**src/rtl/param_onehot_rr_arb_if.sv**
```systemverilog
// Request/grant bundle between X requesters, the arbiter and one downstream consumer.
// The slave modport is the arbiter side; master is the requester/consumer side.
interface param_onehot_rr_arb_if #(
    parameter int X = 2,
    parameter int W = 32
);
    localparam int PW = $clog2(X);

    logic [X-1:0]        i_valid;
    logic [X-1:0][W-1:0] i_data;
    logic [X-1:0]        o_ack;
    logic                o_valid;
    logic [W-1:0]        o_data;
    logic [X-1:0]        onehot;
    logic [PW-1:0]       o_src;
    logic                i_ready;

    modport slave (
        input  i_valid,
        input  i_data,
        input  i_ready,
        output o_ack,
        output o_valid,
        output o_data,
        output onehot,
        output o_src
    );

    modport master (
        output i_valid,
        output i_data,
        output i_ready,
        input  o_ack,
        input  o_valid,
        input  o_data,
        input  onehot,
        input  o_src
    );
endinterface

```
**src/rtl/param_onehot_rr_arb.sv**
```systemverilog
// Round-robin arbiter feeding one registered output slot with one-hot grant.
// Define PARAM_ARB_STATS_EN to add grant and stall counters.
module param_onehot_rr_arb #(
    parameter int X = 2,
    parameter int W = 32
) (
    input  logic                 i_clk,
    input  logic                 i_rst,
`ifdef PARAM_ARB_STATS_EN
    output logic [15:0]          o_grant_cnt,
    output logic [15:0]          o_stall_cnt,
`endif
    param_onehot_rr_arb_if.slave bus
);
    localparam int PW = $clog2(X);

    typedef enum logic {EMPTY = 1'b0, FULL = 1'b1} state_t;

    state_t        state_q, state_d;
    logic [PW-1:0] ptr_q, ptr_d;
    logic [W-1:0]  data_q, data_d;
    logic [X-1:0]  oh_q, oh_d;
    logic [PW-1:0] src_q, src_d;

    logic          full;
    logic          load_ok;
    logic          grant;
    logic          found;
    logic [PW-1:0] win;
    logic [PW:0]   idx;

    assign full    = (state_q == FULL);
    assign load_ok = !full || bus.i_ready;
    // Reset gates the grant so no requester sees an ack it cannot keep.
    assign grant   = load_ok && (|bus.i_valid) && !i_rst;

    always_comb begin
        win   = '0;
        found = 1'b0;
        idx   = '0;
        for (int i = 0; i < X; i++) begin
            idx = {1'b0, ptr_q} + (PW+1)'(i);
            if (idx >= (PW+1)'(X))
                idx = idx - (PW+1)'(X);
            if (!found && bus.i_valid[idx[PW-1:0]]) begin
                found = 1'b1;
                win   = idx[PW-1:0];
            end
        end
    end

    always_ff @(posedge i_clk) begin
        if (i_rst)
            state_q <= EMPTY;
        else
            state_q <= state_d;
    end

    always_comb begin
        state_d = state_q;
        unique case (state_q)
            EMPTY: if (grant) state_d = FULL;
            FULL:  if (bus.i_ready && !grant) state_d = EMPTY;
            default: state_d = EMPTY;
        endcase
    end

    always_comb begin
        bus.o_ack   = grant ? (X'(1) << win) : '0;
        bus.o_valid = full;
        bus.o_data  = data_q;
        bus.onehot  = oh_q;
        bus.o_src   = src_q;
    end

    always_comb begin
        ptr_d  = ptr_q;
        data_d = data_q;
        oh_d   = oh_q;
        src_d  = src_q;
        if (grant) begin
            ptr_d  = (win == PW'(X-1)) ? '0 : win + PW'(1);
            data_d = bus.i_data[win];
            oh_d   = X'(1) << win;
            src_d  = win;
        end else if (full && bus.i_ready) begin
            oh_d   = '0;
        end
    end

    always_ff @(posedge i_clk) begin
        if (i_rst) begin
            ptr_q  <= '0;
            data_q <= '0;
            oh_q   <= '0;
            src_q  <= '0;
        end else begin
            ptr_q  <= ptr_d;
            data_q <= data_d;
            oh_q   <= oh_d;
            src_q  <= src_d;
        end
    end

`ifdef PARAM_ARB_STATS_EN
    logic [15:0] grant_cnt_q, grant_cnt_d;
    logic [15:0] stall_cnt_q, stall_cnt_d;

    always_comb begin
        grant_cnt_d = grant ? grant_cnt_q + 16'd1 : grant_cnt_q;
        stall_cnt_d = stall_cnt_q;
        if (full && !bus.i_ready && stall_cnt_q != 16'hFFFF)
            stall_cnt_d = stall_cnt_q + 16'd1;
    end

    always_ff @(posedge i_clk) begin
        if (i_rst) begin
            grant_cnt_q <= '0;
            stall_cnt_q <= '0;
        end else begin
            grant_cnt_q <= grant_cnt_d;
            stall_cnt_q <= stall_cnt_d;
        end
    end

    assign o_grant_cnt = grant_cnt_q;
    assign o_stall_cnt = stall_cnt_q;
`endif
endmodule

```
**src/flat_wrapper.sv**
```systemverilog
// flat-port wrapper written by rule: the top's interface ports become plain ports
module param_onehot_rr_arb_flat 
#(
    parameter int X = 2,
    parameter int W = 32
)
  (i_clk, i_rst, bus_i_valid, bus_i_data, bus_i_ready, bus_o_ack, bus_o_valid, bus_o_data, bus_onehot, bus_o_src);
  param_onehot_rr_arb_if #(.X(X), .W(W)) bus_i ();
  input  logic i_clk;
  input  logic i_rst;
  input wire logic [$bits(bus_i.i_valid)-1:0] bus_i_valid;
  input wire logic [$bits(bus_i.i_data)-1:0] bus_i_data;
  input wire logic [$bits(bus_i.i_ready)-1:0] bus_i_ready;
  output wire logic [$bits(bus_i.o_ack)-1:0] bus_o_ack;
  output wire logic [$bits(bus_i.o_valid)-1:0] bus_o_valid;
  output wire logic [$bits(bus_i.o_data)-1:0] bus_o_data;
  output wire logic [$bits(bus_i.onehot)-1:0] bus_onehot;
  output wire logic [$bits(bus_i.o_src)-1:0] bus_o_src;
  assign bus_i.i_valid = bus_i_valid;
  assign bus_i.i_data = bus_i_data;
  assign bus_i.i_ready = bus_i_ready;
  assign bus_o_ack = bus_i.o_ack;
  assign bus_o_valid = bus_i.o_valid;
  assign bus_o_data = bus_i.o_data;
  assign bus_onehot = bus_i.onehot;
  assign bus_o_src = bus_i.o_src;
  param_onehot_rr_arb #(.X(X), .W(W)) u_core (.i_clk(i_clk), .i_rst(i_rst), .bus(bus_i));
endmodule
```
**config.mk**
```make
export PLATFORM = sky130hd
export DESIGN_NAME = param_onehot_rr_arb_flat
export DESIGN_NICKNAME = d
export VERILOG_FILES = /design/src/rtl/param_onehot_rr_arb_if.sv /design/src/rtl/param_onehot_rr_arb.sv /design/src/flat_wrapper.sv
export SDC_FILE = /design/constraint.sdc
export NUM_CORES = 1
export LEC_CHECK = 0
export BUFFER_PORTS_ARGS = -buffer_cell sky130_fd_sc_hd__buf_2
export CAP_MARGIN = 15
export CORE_AREA = 2 2 71 73
export DETAILED_ROUTE_END_ITERATION = 16
export DIE_AREA = 0 0 73 75
export PLACE_DENSITY_LB_ADDON = 0.05
export SLEW_MARGIN = 0
export SYNTH_ARGS = -nofsm -noshare
export SYNTH_HDL_FRONTEND = slang
export SYNTH_SLANG_ARGS = --single-unit
```
**constraint.sdc**
```tcl
create_clock -name i_clk -period 2.1 [get_ports i_clk]
set_input_delay 0.105 -clock i_clk [delete_from_list [all_inputs] [get_ports i_clk]]
set_output_delay 0.105 -clock i_clk [all_outputs]
set_load 0.03 [all_outputs]
```
; ---- Word level (Yosys, flattened, before mapping)
; Cells that the tools add are included.
[totals]
memories = 0
latchBits = 0
rom_bits = 0
in_bits = 69
elab_cells = 46
mem_bits_rw = 0
out_inout_bits = 38
ff_bits = 37
[op_classes]
n_mux = 18
div = 0
shift = 1
reduce_logical = 12
n_addsub = 4
n_lt_le_gt_ge = 5
multipliers = 0
n_eq_ne = 0
n_bitwise = 1
[ops]
columns = op, count
row1 = 32-bit two-way mux, 2
row2 = 1-bit two-way mux, 12
row3 = "1-bit by 2-bit less-than comparator with 1-bit output, second input constant", 3
row4 = 2-bit two-way mux, 3
row5 = 1-bit logical AND, 5
row6 = 1-bit zero test, 4
row7 = "1-bit by 1-bit adder with 2-bit output, second input constant", 1
row8 = "1-bit by 2-bit >= comparator with 1-bit output, second input constant", 1
row9 = "2-bit >= comparator, second input constant", 1
row10 = 1-bit one-hot mux with 2 select lines, 1
row11 = 2-bit nonzero test, 1
row12 = 2-bit OR reduction, 1
row13 = "1-bit by 1-bit left shift with 2-bit output, first input constant", 1
row14 = "1-bit subtractor, second input constant", 2
row15 = "1-bit adder, second input constant", 1
row16 = 1-bit logical OR, 1
row17 = 1-bit NOT, 1

; ---- Longest topological paths before layout
; Gate-level depths: netlist of run 1.
[logic_depth]
depth_word = 10
depth_mapped = 6
ltp_nobuf = 3

; ---- Least setup slack after synthesis of run 1
; No wires, ideal clock.
[synth_path]
path_kind = flip-flop to flip-flop
from = reg u_core.state_q, in the netlist u_core.bus.o_valid
to = reg u_core.data_q[10], in the netlist u_core.bus.o_data[10]
synth_period_minus_slack_ps = 1665
path_slack_ps = 435
setup_time_ps = 122
arrival_ps = 1543
path_stages_with_launch = 6
cell_sequence = dfxtp_1 nor2b_4 buf_6 dlygate4sd1_1 nor3_1 a221o_1
[synth_between]
elab_chain_cells = 4
[synth_rtl]
columns = element, line_no
row1 = start: declaration, param_onehot_rr_arb.sv:19  ; state_t state_q, state_d;
row2 = start signal: assignment, param_onehot_rr_arb.sv:56  ; state_q <= state_d;
row3 = 1-bit zero test, param_onehot_rr_arb.sv:33  ; assign load_ok = !full || bus.i_ready;
row4 = 1-bit logical OR, param_onehot_rr_arb.sv:33
row5 = 1-bit logical AND (2 in series), param_onehot_rr_arb.sv:35  ; assign grant = load_ok && (|bus.i_valid) && !i_rst;
row6 = end signal: assignment, param_onehot_rr_arb.sv:99  ; data_q <= data_d;
row7 = end: declaration, param_onehot_rr_arb.sv:21  ; logic [W-1:0] data_q, data_d;
; Every way passes these cells.
; A chain may end at the register's enable or synchronous reset.

; ---- Worst setup path after layout of run 1
[layout_path]
from = reg u_core.state_q, in the netlist u_core.bus.o_valid
to = out bus_o_ack[0]
[layout_between]
elab_chain_cells = 5
[layout_rtl]
columns = element, line_no
row1 = 1-bit zero test, param_onehot_rr_arb.sv:33
row2 = 1-bit logical OR, param_onehot_rr_arb.sv:33
row3 = 1-bit logical AND (2 in series), param_onehot_rr_arb.sv:35
row4 = 2-bit two-way mux, param_onehot_rr_arb.sv:69  ; bus.o_ack = grant ? (X'(1) << win) : '0;
row5 = end: declaration, flat_wrapper.sv:14  ; output wire logic [$bits(bus_i.o_ack)-1:0] bus_o_ack;
; Every way passes these cells.

==> results of run 1 <==
registers in the layout (all words and copies together) (netlist names):
register and cells:
u_core.bus.onehot 2, u_core.bus.o_src 1, u_core.bus.o_data 32, u_core.bus.o_valid 1, u_core.ptr_q 1
final cells by class:
| class | instances | share of cell area, % |
|---|---|---|
| clock buffer | 8 | 3.58 |
| inverter | 3 | 0.503 |
| multi-input combinational | 113 | 32.8 |
| sequential | 37 | 33.1 |
| tap | 54 | 3.02 |
| timing repair buffer | 114 | 27.0 |
report_power, final:
group / internal, mW / leakage (nW) / switching [mW]
Clock: 0.236 / 0.0395 / 0.236
Sequential: 0.763 / 0.306 / 0.0339
Combinational: 0.163 / 0.787 / 0.257
cells in the mapped netlist (2+ instances only):
library cell,count,area (sq um)
sky130_fd_sc_hd__buf_6,4,45.0
sky130_fd_sc_hd__dlygate4sd1_1,3,26.3
sky130_fd_sc_hd__a21o_1,2,15.0
sky130_fd_sc_hd__buf_2,4,20.0
sky130_fd_sc_hd__o21ai_0,2,10.0
sky130_fd_sc_hd__a221o_1,32,320
sky130_fd_sc_hd__clkbuf_1,6,22.5
sky130_fd_sc_hd__a21oi_1,3,15.0
sky130_fd_sc_hd__dfxtp_1,37,741
sky130_fd_sc_hd__nand2_1,33,124
sky130_fd_sc_hd__inv_1,3,11.3
sky130_fd_sc_hd__nor3_1,33,165
critical path, cell delays in order (launching register included):
cell and delay [ps]:
sky130_fd_sc_hd__dfxtp_1 340, sky130_fd_sc_hd__nor2b_4 150, sky130_fd_sc_hd__buf_4 240, sky130_fd_sc_hd__or3b_1 420, sky130_fd_sc_hd__inv_1 60, sky130_fd_sc_hd__buf_2 180
kinds of logic after synthesis:
logic type / Yosys count / share of synthesized area [%]
and+or+nand+nor: 71 / 20.4
AOI/OAI and AO/OA: 42 / 25.4
DFF: 37 / 46.2
buffers and inverters: 21 / 8.03
final timing paths:
check                                       end  slack (ps)
min reg2reg       u_core.bus.o_src$_SDFFE_PP0P_         450
max reg2reg  u_core.bus.o_data[11]$_SDFFE_PP0P_         540
max                                bus_o_ack[0]         320
min          u_core.bus.o_data[29]$_SDFFE_PP0P_          50
per-stage QoR:
step | total power [mW] | cells | setup WS [ps] | instance area (sq um) | hold slack, ps
finish | 1.69 | 329 | 316 | 2240 | 47.5
global route | 1.77 | 329 | 211 | 2240 | 39.2
CTS | 1.71 | 329 | 294 | 2240 | 35.4
detailed placement | 1.24 | 321 | 541 | 2160 | 334
global placement | 1.23 | 321 | 593 | 2160 | 329
floorplan | 1.08 | 171 | 435 | 1600 | 174
routing by layer:
layer,vias up,GRT usage (%),share of wire (%),wire [microns]
li1,844,-,-,-
met1,754,21.4,46,2130
met2,73,28.6,46,2140
met3,2,4.95,7.2,334
met4,0,5.56,0.48,22
met5,-,0,0,0
==> results.cfg, run 1 <==
[critical_path]
cp-start-kind = register
worst_setup_path_startpoint = u_core.bus.o_valid$_SDFF_PP0_
launch_point_of_the_worst_reg_to_reg_path = u_core.bus.o_valid$_SDFF_PP0_
critical_path_peak_fanout = 34
criticalPathCategory = reg2out
critical_path_arrival_ps = 1680
cp_data_required_time_ps = 2000
worstRegToRegCells = 4
critical_path.endpoint_type = output port

[sta]
setup_violations = 0
maxSlewViolCount = 0
timing.setup.tns_ps = 0
final-hold-violation-count = 0
max-slew-margin-rel_pct = 65.3
final_cycle_utilization_of_the_critical_path_pct = 84.9
fmax_ghz = 0.561
fin_crit_ps = 1780
worst_clock_skew_ps = 2.52
rsz0062_at_grt = no
tightest_slew_ps = 521

[placement]
gp_congestion = 0.782
dp.final_hpwl_microns = 3380
port_buffers = 106

[pwr]
worst_case_vdd_ir_drop_v = 0.000272
power_per_cell_area_nw_per_um2 = 755
cellLeakagePower_nw = 1.13

[cells_and_area]
multiInputGateArea_sq_um = 734
register_area_sq_um = 741
post_route_cells_drive_above_1_share_pct = 44.0
antenna_fix_cells = 0
leading_cell_types_in_the_layout_fill_and_taps_excluded = 106 x sky130_fd_sc_hd__buf_2, 37 x sky130_fd_sc_hd__dfxtp_1, 33 x sky130_fd_sc_hd__nand2_1, 33 x sky130_fd_sc_hd__nor3_1, 32 x sky130_fd_sc_hd__a221o_1
layout_commonest_cell = sky130_fd_sc_hd__buf_2
area_overhead_vs_synth_pct = 39.5
num-nets-final = 343
nFillCells = 497
final_util_pct = 48.0

[die]
core_area_sq_um = 4660
floorplan_row_count = 25
die_w_microns = 73
die_h_microns = 75
top_level_ports = 107
die_area_sq_um = 5480
initial_core_util_pct = 34.4

[clock_tree]
clock_tree.root_cell = sky130_fd_sc_hd__clkbuf_8
htree_levels = 2
number_of_buffers_created_by_cts = 5
clockBufferDepth = 2
cts.sinks = 37
cts-hold-fix-buffers = 0
post_cts_buffers = 0
tritoncts = built
post_cts.resized_instances = 0
cts.clk_slew.worst_paths_ps = 70
worst_skew_pair.late_latency_ps = 280

[logic_synthesis]
synth_nets = 240
ys_async_sr_fraction_pct = 0
synth-seq-area-share_pct = 46.2
synth-warning-count = 0
synth_cell_types = 21
synthFlopType = sky130_fd_sc_hd__dfxtp_1
flip_flop_and_latch_count_after_synthesis = 37
syn_area_per_cell_sq_um = 9.38
syn-cell-area_sq_um = 1600
synth-edff-count = 0
synthCells = 171

[global_routing]
grt_first_pass_wirelength_microns = 7260
grt_use_total_pct = 17.2
gr-total-overflow = 0
largest_net_degree_at_the_start_of_global_routing = 35
first_global_vias = 1556
grt_antenna_before_repair = 0

[route]
route.final.wire_length_microns = 4630
ant_nets = 0
dr.first_iter.drc_count = 105
vias_per_cell = 5.09
via_count = 1673
drc = 0
post_drt_wl_per_cell_microns = 14.1
drt_pre_antenna_iters = 4

[worst_hold_path]
hold_startpoint = bus_i_data[61]
hold_class = in2reg
min_delay_path_depth = 2

[job]
drv_cap = 0

[run_status]
outcome = completed
Power figures use the tool's default switching activity.
==> run 2: changes to the inputs <==
==> constraint.sdc (replaced) <==
create_clock -name i_clk -period 1.55 [get_ports i_clk]
set_input_delay 0.0775 -clock i_clk [delete_from_list [all_inputs] [get_ports i_clk]]
set_output_delay 0.0775 -clock i_clk [all_outputs]
set_load 0.03 [all_outputs]
==> run 2 against run 1 <==
  * Sequential cell count unchanged
  * Core utilization increased by 3.0 points
  * Combinational power increased by 46%
  * Power increased by 38%
  * Register-to-register slack got worse by 440 ps
  * Sequential power increased by 36%
  * Worst hold slack got worse by 35 ps
  * Count of clock-buffer cells in the layout unchanged
  * Via count increased by 3.6%
  * Worst setup slack got worse by 270 ps
  * Critical path depth decreased by 1
  * Highest routed layer unchanged
==> results.cfg, run 2 (synthesis gave the netlist of run 1 again) <==
[run_status]
outcome = completed

[critical_path]
critical_path_peak_fanout = 4
regToRegSetupSlack_ps = 100
setup.worst_path.end = bus_o_ack[1]
cp_data_required_time_ps = 1470
worst_setup_path_startpoint = u_core.ptr_q$_SDFFE_PP0P_
launch_point_of_the_worst_reg_to_reg_path = u_core.ptr_q$_SDFFE_PP0P_
critical_path_arrival_ps = 1430
worstReg2RegEnd = u_core.bus.o_data[0]$_SDFFE_PP0P_
worstRegToRegCells = 5
criticalPathCategory = reg2out
cp-start-kind = register
critical_path.endpoint_type = output port

[global_routing]
grt_use_total_pct = 17.0
first_global_vias = 1547
gr-total-overflow = 0
grt_first_pass_wirelength_microns = 7150
largest_net_degree_at_the_start_of_global_routing = 33
grt_antenna_before_repair = 0

[cells_and_area]
layout_commonest_cell = sky130_fd_sc_hd__buf_2
antenna_fix_cells = 0
leading_cell_types_in_the_layout_fill_and_taps_excluded = 104 x sky130_fd_sc_hd__buf_2, 35 x sky130_fd_sc_hd__dfxtp_1, 33 x sky130_fd_sc_hd__nand2_1, 33 x sky130_fd_sc_hd__nor3_1, 32 x sky130_fd_sc_hd__a221o_1
post_route_cells_drive_above_1_share_pct = 46.9
num-nets-final = 354
final_util_pct = 51.0
area_overhead_vs_synth_pct = 48.1
largest_reg_flops = 32

[clock_tree]
cts.clk_slew.worst_paths_ps = 70
worst_skew_pair.late_latency_ps = 280
tritoncts = built
clock_tree.root_cell = sky130_fd_sc_hd__clkbuf_8
clockBufferDepth = 2
number_of_buffers_created_by_cts = 5
htree_levels = 2
cts.sinks = 37

[pwr]
worst_case_vdd_ir_drop_v = 0.000389
internal_mw = 1.61
p_sw_mw = 0.727
power_per_cell_area_nw_per_um2 = 983
swShare_pct = 31.1
power_frac_seq_pct = 46.1
p_clk_share_pct = 27.6
power.combinational.fraction_pct = 26.2
cellLeakagePower_nw = 1.20

[die]
die_area_sq_um = 5480
floorplan_row_count = 25
die_h_microns = 75
top_level_ports = 107
initial_core_util_pct = 34.4
die_w_microns = 73
core_area_sq_um = 4660

[sta]
rsz0062_at_grt = yes
fin_crit_ps = 1510
maxSlewViolCount = 0
worst_clock_skew_ps = 7.17
max-slew-margin-rel_pct = 76.0
fmax_ghz = 0.663
tightest_slew_ps = 360
final-hold-violation-count = 0
final_cycle_utilization_of_the_critical_path_pct = 97.3
setup_violations = 0
holdWs_ps = 12.6

[worst_hold_path]
hold_class = in2reg

[route]
post_drt_wl_per_cell_microns = 14.0
ant_nets = 0
drt_pre_antenna_iters = 4
dr.first_iter.drc_count = 95
via_count = 1734
route.final.wire_length_microns = 4750
vias_per_cell = 5.10
drc = 0

[job]
drv_cap = 0

[placement]
port_buffers = 106
gp_congestion = 0.747
dp.final_hpwl_microns = 3290
run 2: changes by cell type in the layout (fill, tap and decap cells not counted):
| cell | previous run | this run |
|---|---|---|
| sky130_fd_sc_hd__inv_2 | 0 | 1 |
| sky130_fd_sc_hd__inv_1 | 3 | 2 |
| sky130_fd_sc_hd__dfxtp_1 | 37 | 35 |
| sky130_fd_sc_hd__buf_2 | 106 | 104 |
| sky130_fd_sc_hd__or3b_4 | 0 | 1 |
| sky130_fd_sc_hd__buf_6 | 0 | 2 |
| sky130_fd_sc_hd__dlygate4sd3_1 | 0 | 2 |
| sky130_fd_sc_hd__buf_4 | 7 | 14 |
| sky130_fd_sc_hd__dfxtp_2 | 0 | 2 |
| sky130_fd_sc_hd__buf_12 | 1 | 2 |
| sky130_fd_sc_hd__or3b_1 | 1 | 0 |
| sky130_fd_sc_hd__buf_16 | 0 | 1 |
run 2: through the flow:
stage | setup WS [ps] | total power, mW | std cells | setup TNS [ps] | area, sq um
detailed placement | 194 | 1.68 | 324 | 0 | 2190
global placement | 226 | 1.69 | 324 | 0 | 2190
finish | 41.8 | 2.33 | 340 | 0 | 2370
global route | -16.9 | 2.46 | 340 | -16.9 | 2370
CTS | 7.41 | 2.36 | 337 | 0 | 2350
floorplan | 5.45 | 1.46 | 171 | 0 | 1610
run 2: cell type report:
cell class / count / area (sq um)
Fill cell: 462 / 2290
Sequential cell: 37 / 743
Multi-Input combinational cell: 113 / 737
Timing Repair Buffer: 125 / 736
Clock buffer: 8 / 80.1
Tap cell: 54 / 67.6
Inverter: 3 / 11.3
run 2: metal layers:
metal / up-vias / wire (microns) / track usage (%)
li1: 870 / - / -
met1: 779 / 2270 / 21.9
met2: 79 / 2040 / 26.9
met5: - / 0 / 0
met4: 0 / 52 / 5.97
met3: 6 / 379 / 5.62
run 2: power groups by stage:
| stage | Clock, mW | Combinational, mW | Sequential, mW |
|---|---|---|---|
| after floorplan | 0 | 0.204 | 1.26 |
| after global placement | 0 | 0.586 | 1.10 |
| after detailed placement | 0 | 0.588 | 1.10 |
| after CTS | 0.672 | 0.613 | 1.08 |
| after global routing | 0.710 | 0.660 | 1.09 |
| final | 0.645 | 0.612 | 1.08 |
run 2: critical path, cell delays in order (launching register included):
cell and delay (ps):
sky130_fd_sc_hd__dfxtp_2 340, sky130_fd_sc_hd__inv_1 70, sky130_fd_sc_hd__a2111oi_4 430, sky130_fd_sc_hd__buf_12 160, sky130_fd_sc_hd__buf_4 150
run 2: worst min path at each step:
| stage | startpoint | to | slack, ps | cells after the start |
|---|---|---|---|---|
| 4_1_cts | bus_i_data[61] | u_core.bus.o_data[29]$_SDFFE_PP0P_ | 0.1 | 2 |
| 6_report | bus_i_data[36] | u_core.bus.o_data[4]$_SDFFE_PP0P_ | 10 | 2 |
| 5_1_grt | bus_i_data[60] | u_core.bus.o_data[28]$_SDFFE_PP0P_ | 6 | 2 |
| 3_5_place_dp | bus_i_data[59] | u_core.bus.o_data[27]$_SDFFE_PP0P_ | 310 | 2 |
| 2_1_floorplan | i_rst | u_core.bus.o_valid$_SDFF_PP0_ | 140 | 1 |
| 3_3_place_gp | bus_i_data[42] | u_core.bus.o_data[10]$_SDFFE_PP0P_ | 300 | 2 |
run 2: repair_timing:
| item | CTS | global route |
|---|---|---|
| pin swaps | 2 | 2 |
| hold buffers | 1 | 1 |
| endpoints found under the setup margin | 2 | 4 |
| setup buffers | 3 | 2 |
| gates resized for setup | 4 | 4 |
| hold endpoints to repair | 1 | 1 |
| gates cloned | 1 | 0 |
==> run 3: changes to the inputs <==
--- a/config.mk
+++ b/config.mk
@@ -5,13 +5,15 @@
 export SDC_FILE = /design/constraint.sdc
 export NUM_CORES = 1
 export LEC_CHECK = 0
-export BUFFER_PORTS_ARGS = -buffer_cell sky130_fd_sc_hd__buf_2
+export BUFFER_PORTS_ARGS = -buffer_cell sky130_fd_sc_hd__buf_4
 export CAP_MARGIN = 15
 export CORE_AREA = 2 2 71 73
 export DETAILED_ROUTE_END_ITERATION = 16
 export DIE_AREA = 0 0 73 75
 export PLACE_DENSITY_LB_ADDON = 0.05
+export SETUP_SLACK_MARGIN = 0.15
 export SLEW_MARGIN = 0
 export SYNTH_ARGS = -nofsm -noshare
 export SYNTH_HDL_FRONTEND = slang
 export SYNTH_SLANG_ARGS = --single-unit
+export TNS_END_PERCENT = 1
==> run 3 against run 2 <==
  * Core utilization grew 4.2 points
  * Count of clock-buffer cells in the layout fell by 2
  * Non-clock buffer count fell by 3
  * Register-to-register slack improved by 60 ps
  * Design area grew 8.2%
  * First-iteration DRC count shrank 13%
  * Clock power grew 0.8%
  * Cell count down 0.88%
  * Sequential cell count stayed put
  * Via count up 0.92%
  * Combinational power rose by 12%
  * Worst setup slack improved by 25 ps
  * Critical path type unchanged
  * Critical endpoint is now bus_o_ack[0]
==> results.cfg, run 3 (synthesis gave the netlist of run 1 again) <==
[worst_hold_path]
worstHoldEndpoint = u_core.bus.o_data[10]$_SDFFE_PP0P_
min_delay_path_depth = 2
hold_startpoint = bus_i_data[42]
hold_class = in2reg

[critical_path]
critical_path_arrival_ps = 1410
cp_data_required_time_ps = 1470
worst_path_most_repeated_cell = sky130_fd_sc_hd__buf_6
crit_path_cell_trace = nor2b_4, buf_6, or3b_4, inv_2, buf_6
max_stage_delay_ps = 370
regToRegSetupSlack_ps = 160
critical_path_peak_fanout = 4
worstRegToRegCells = 5
critical_path.endpoint_type = output port
worstReg2RegEnd = u_core.bus.o_data[8]$_SDFFE_PP0P_
worst_path_dominant_cell_family = simple AND/OR/NAND/NOR gates
cpMaxStageDelayCell = sky130_fd_sc_hd__or3b_4
launch_point_of_the_worst_reg_to_reg_path = u_core.bus.o_valid$_SDFF_PP0_
crit_path_buffers_inverters = 3
cp-start-kind = register
criticalPathCategory = reg2out

[route]
drt_pre_antenna_iters = 4
dr.first_iter.drc_count = 83
via_count = 1750
ant_nets = 0
vias_per_cell = 5.19
drc = 0
route.final.wire_length_microns = 4970
post_drt_wl_per_cell_microns = 14.7

[sta]
holdWs_ps = 7.81
setup_violations = 0
final_cycle_utilization_of_the_critical_path_pct = 95.7
worst_clock_skew_ps = 3.30
fin_crit_ps = 1480
timing.setup.tns_ps = 0
maxSlewViolCount = 0
max-slew-margin-rel_pct = 79.8
tightest_slew_ps = 303
final-hold-violation-count = 0
rsz0062_at_grt = yes
fmax_ghz = 0.674

[placement]
gp_congestion = 0.722
dp.final_hpwl_microns = 3550
port_buffers = 106

[clock_tree]
htree_levels = 2
clock_tree.root_cell = sky130_fd_sc_hd__clkbuf_8
tritoncts = built
clockBufferDepth = 2
worst_skew_pair.late_latency_ps = 290
cts.sinks = 37
number_of_buffers_created_by_cts = 5
cts.clk_slew.worst_paths_ps = 70

[run_status]
outcome = completed

[job]
drv_cap = 0

[pwr]
cellLeakagePower_nw = 1.24
power_per_cell_area_nw_per_um2 = 940
worst_case_vdd_ir_drop_v = 0.000339

[cells_and_area]
area_overhead_vs_synth_pct = 60.2
antenna_fix_cells = 0
num-nets-final = 351
nFillCells = 464
post_route_cells_drive_above_1_share_pct = 47.0
leading_cell_types_in_the_layout_fill_and_taps_excluded = 118 x sky130_fd_sc_hd__buf_4, 36 x sky130_fd_sc_hd__dfxtp_1, 33 x sky130_fd_sc_hd__nand2_1, 33 x sky130_fd_sc_hd__nor3_1, 32 x sky130_fd_sc_hd__a221o_1
layout_commonest_cell = sky130_fd_sc_hd__buf_4
largest_reg_flops = 32

[global_routing]
grt_first_pass_wirelength_microns = 7710
first_global_vias = 1676
largest_net_degree_at_the_start_of_global_routing = 22
grt_antenna_before_repair = 0
grt_use_total_pct = 18.0
gr-total-overflow = 0

[die]
die_h_microns = 75
floorplan_row_count = 25
die_w_microns = 73
top_level_ports = 107
initial_core_util_pct = 34.4
die_area_sq_um = 5480
core_area_sq_um = 4660
[run 3: repair_timing]
item / in CTS / in global routing
hold buffers: 1 / 0
buffers inserted: 4 / 0
pin swaps: 1 / 0
endpoints found under the hold margin: 1 / 0
setup endpoints to repair: 2 / 35
gates resized for setup: 3 / 2
[run 3: where the power goes]
group	switching, mW	total, mW	internal, mW
clock	0.338	0.650	0.312
combinational	0.357	0.684	0.327
sequential	0.0484	1.08	1.03
[run 3: metal layers]
layer	up-vias	wire, microns	track usage, %
li1	860	-	-
met1	804	2200	22.3
met2	81	2250	29.9
met3	5	460	4.95
met4	0	57	7.00
met5	-	0	0
[run 3: metrics by stage]
step / utilization [%] / instance area, sq um / total power [mW] / setup WS [ps] / instances
5_1_grt: 55.1 / 2570 / 2.53 / 14.0 / 337
3_5_place_dp: 52.2 / 2430 / 1.77 / 226 / 324
2_1_floorplan: - / 1610 / 1.46 / 5.45 / 171
4_1_cts: 55.1 / 2570 / 2.44 / 50.5 / 337
6_report: 55.1 / 2570 / 2.42 / 67.3 / 337
3_3_place_gp: 52.2 / 2430 / 1.77 / 237 / 324
[run 3: area by class of cell]
type	count	area, sq um	share of cell area, %
clock buffer	6	72.6	2.82
tap	54	67.6	2.63
timing repair buffer	122	930	36.2
inverter	3	11.3	0.438
multi-input combinational	113	737	28.7
clock inverter	2	10.0	0.389
sequential	37	742	28.9
[run 3: worst max-delay path by stage]
stage | cells after the start | start | endpoint | slack (ps)
after global routing | 4 | u_core.ptr_q$_SDFFE_PP0P_ | bus_o_ack[0] | 10
after floorplan | 5 | u_core.bus.o_valid$_SDFF_PP0_ | u_core.bus.o_data[21]$_SDFFE_PP0P_ | 5
final | 5 | u_core.bus.o_valid$_SDFF_PP0_ | bus_o_ack[0] | 70
after CTS | 5 | u_core.bus.o_valid$_SDFF_PP0_ | bus_o_ack[0] | 50
after global placement | 5 | u_core.bus.o_valid$_SDFF_PP0_ | bus_o_ack[0] | 240
after detailed placement | 4 | u_core.bus.o_valid$_SDFF_PP0_ | bus_o_ack[1] | 230
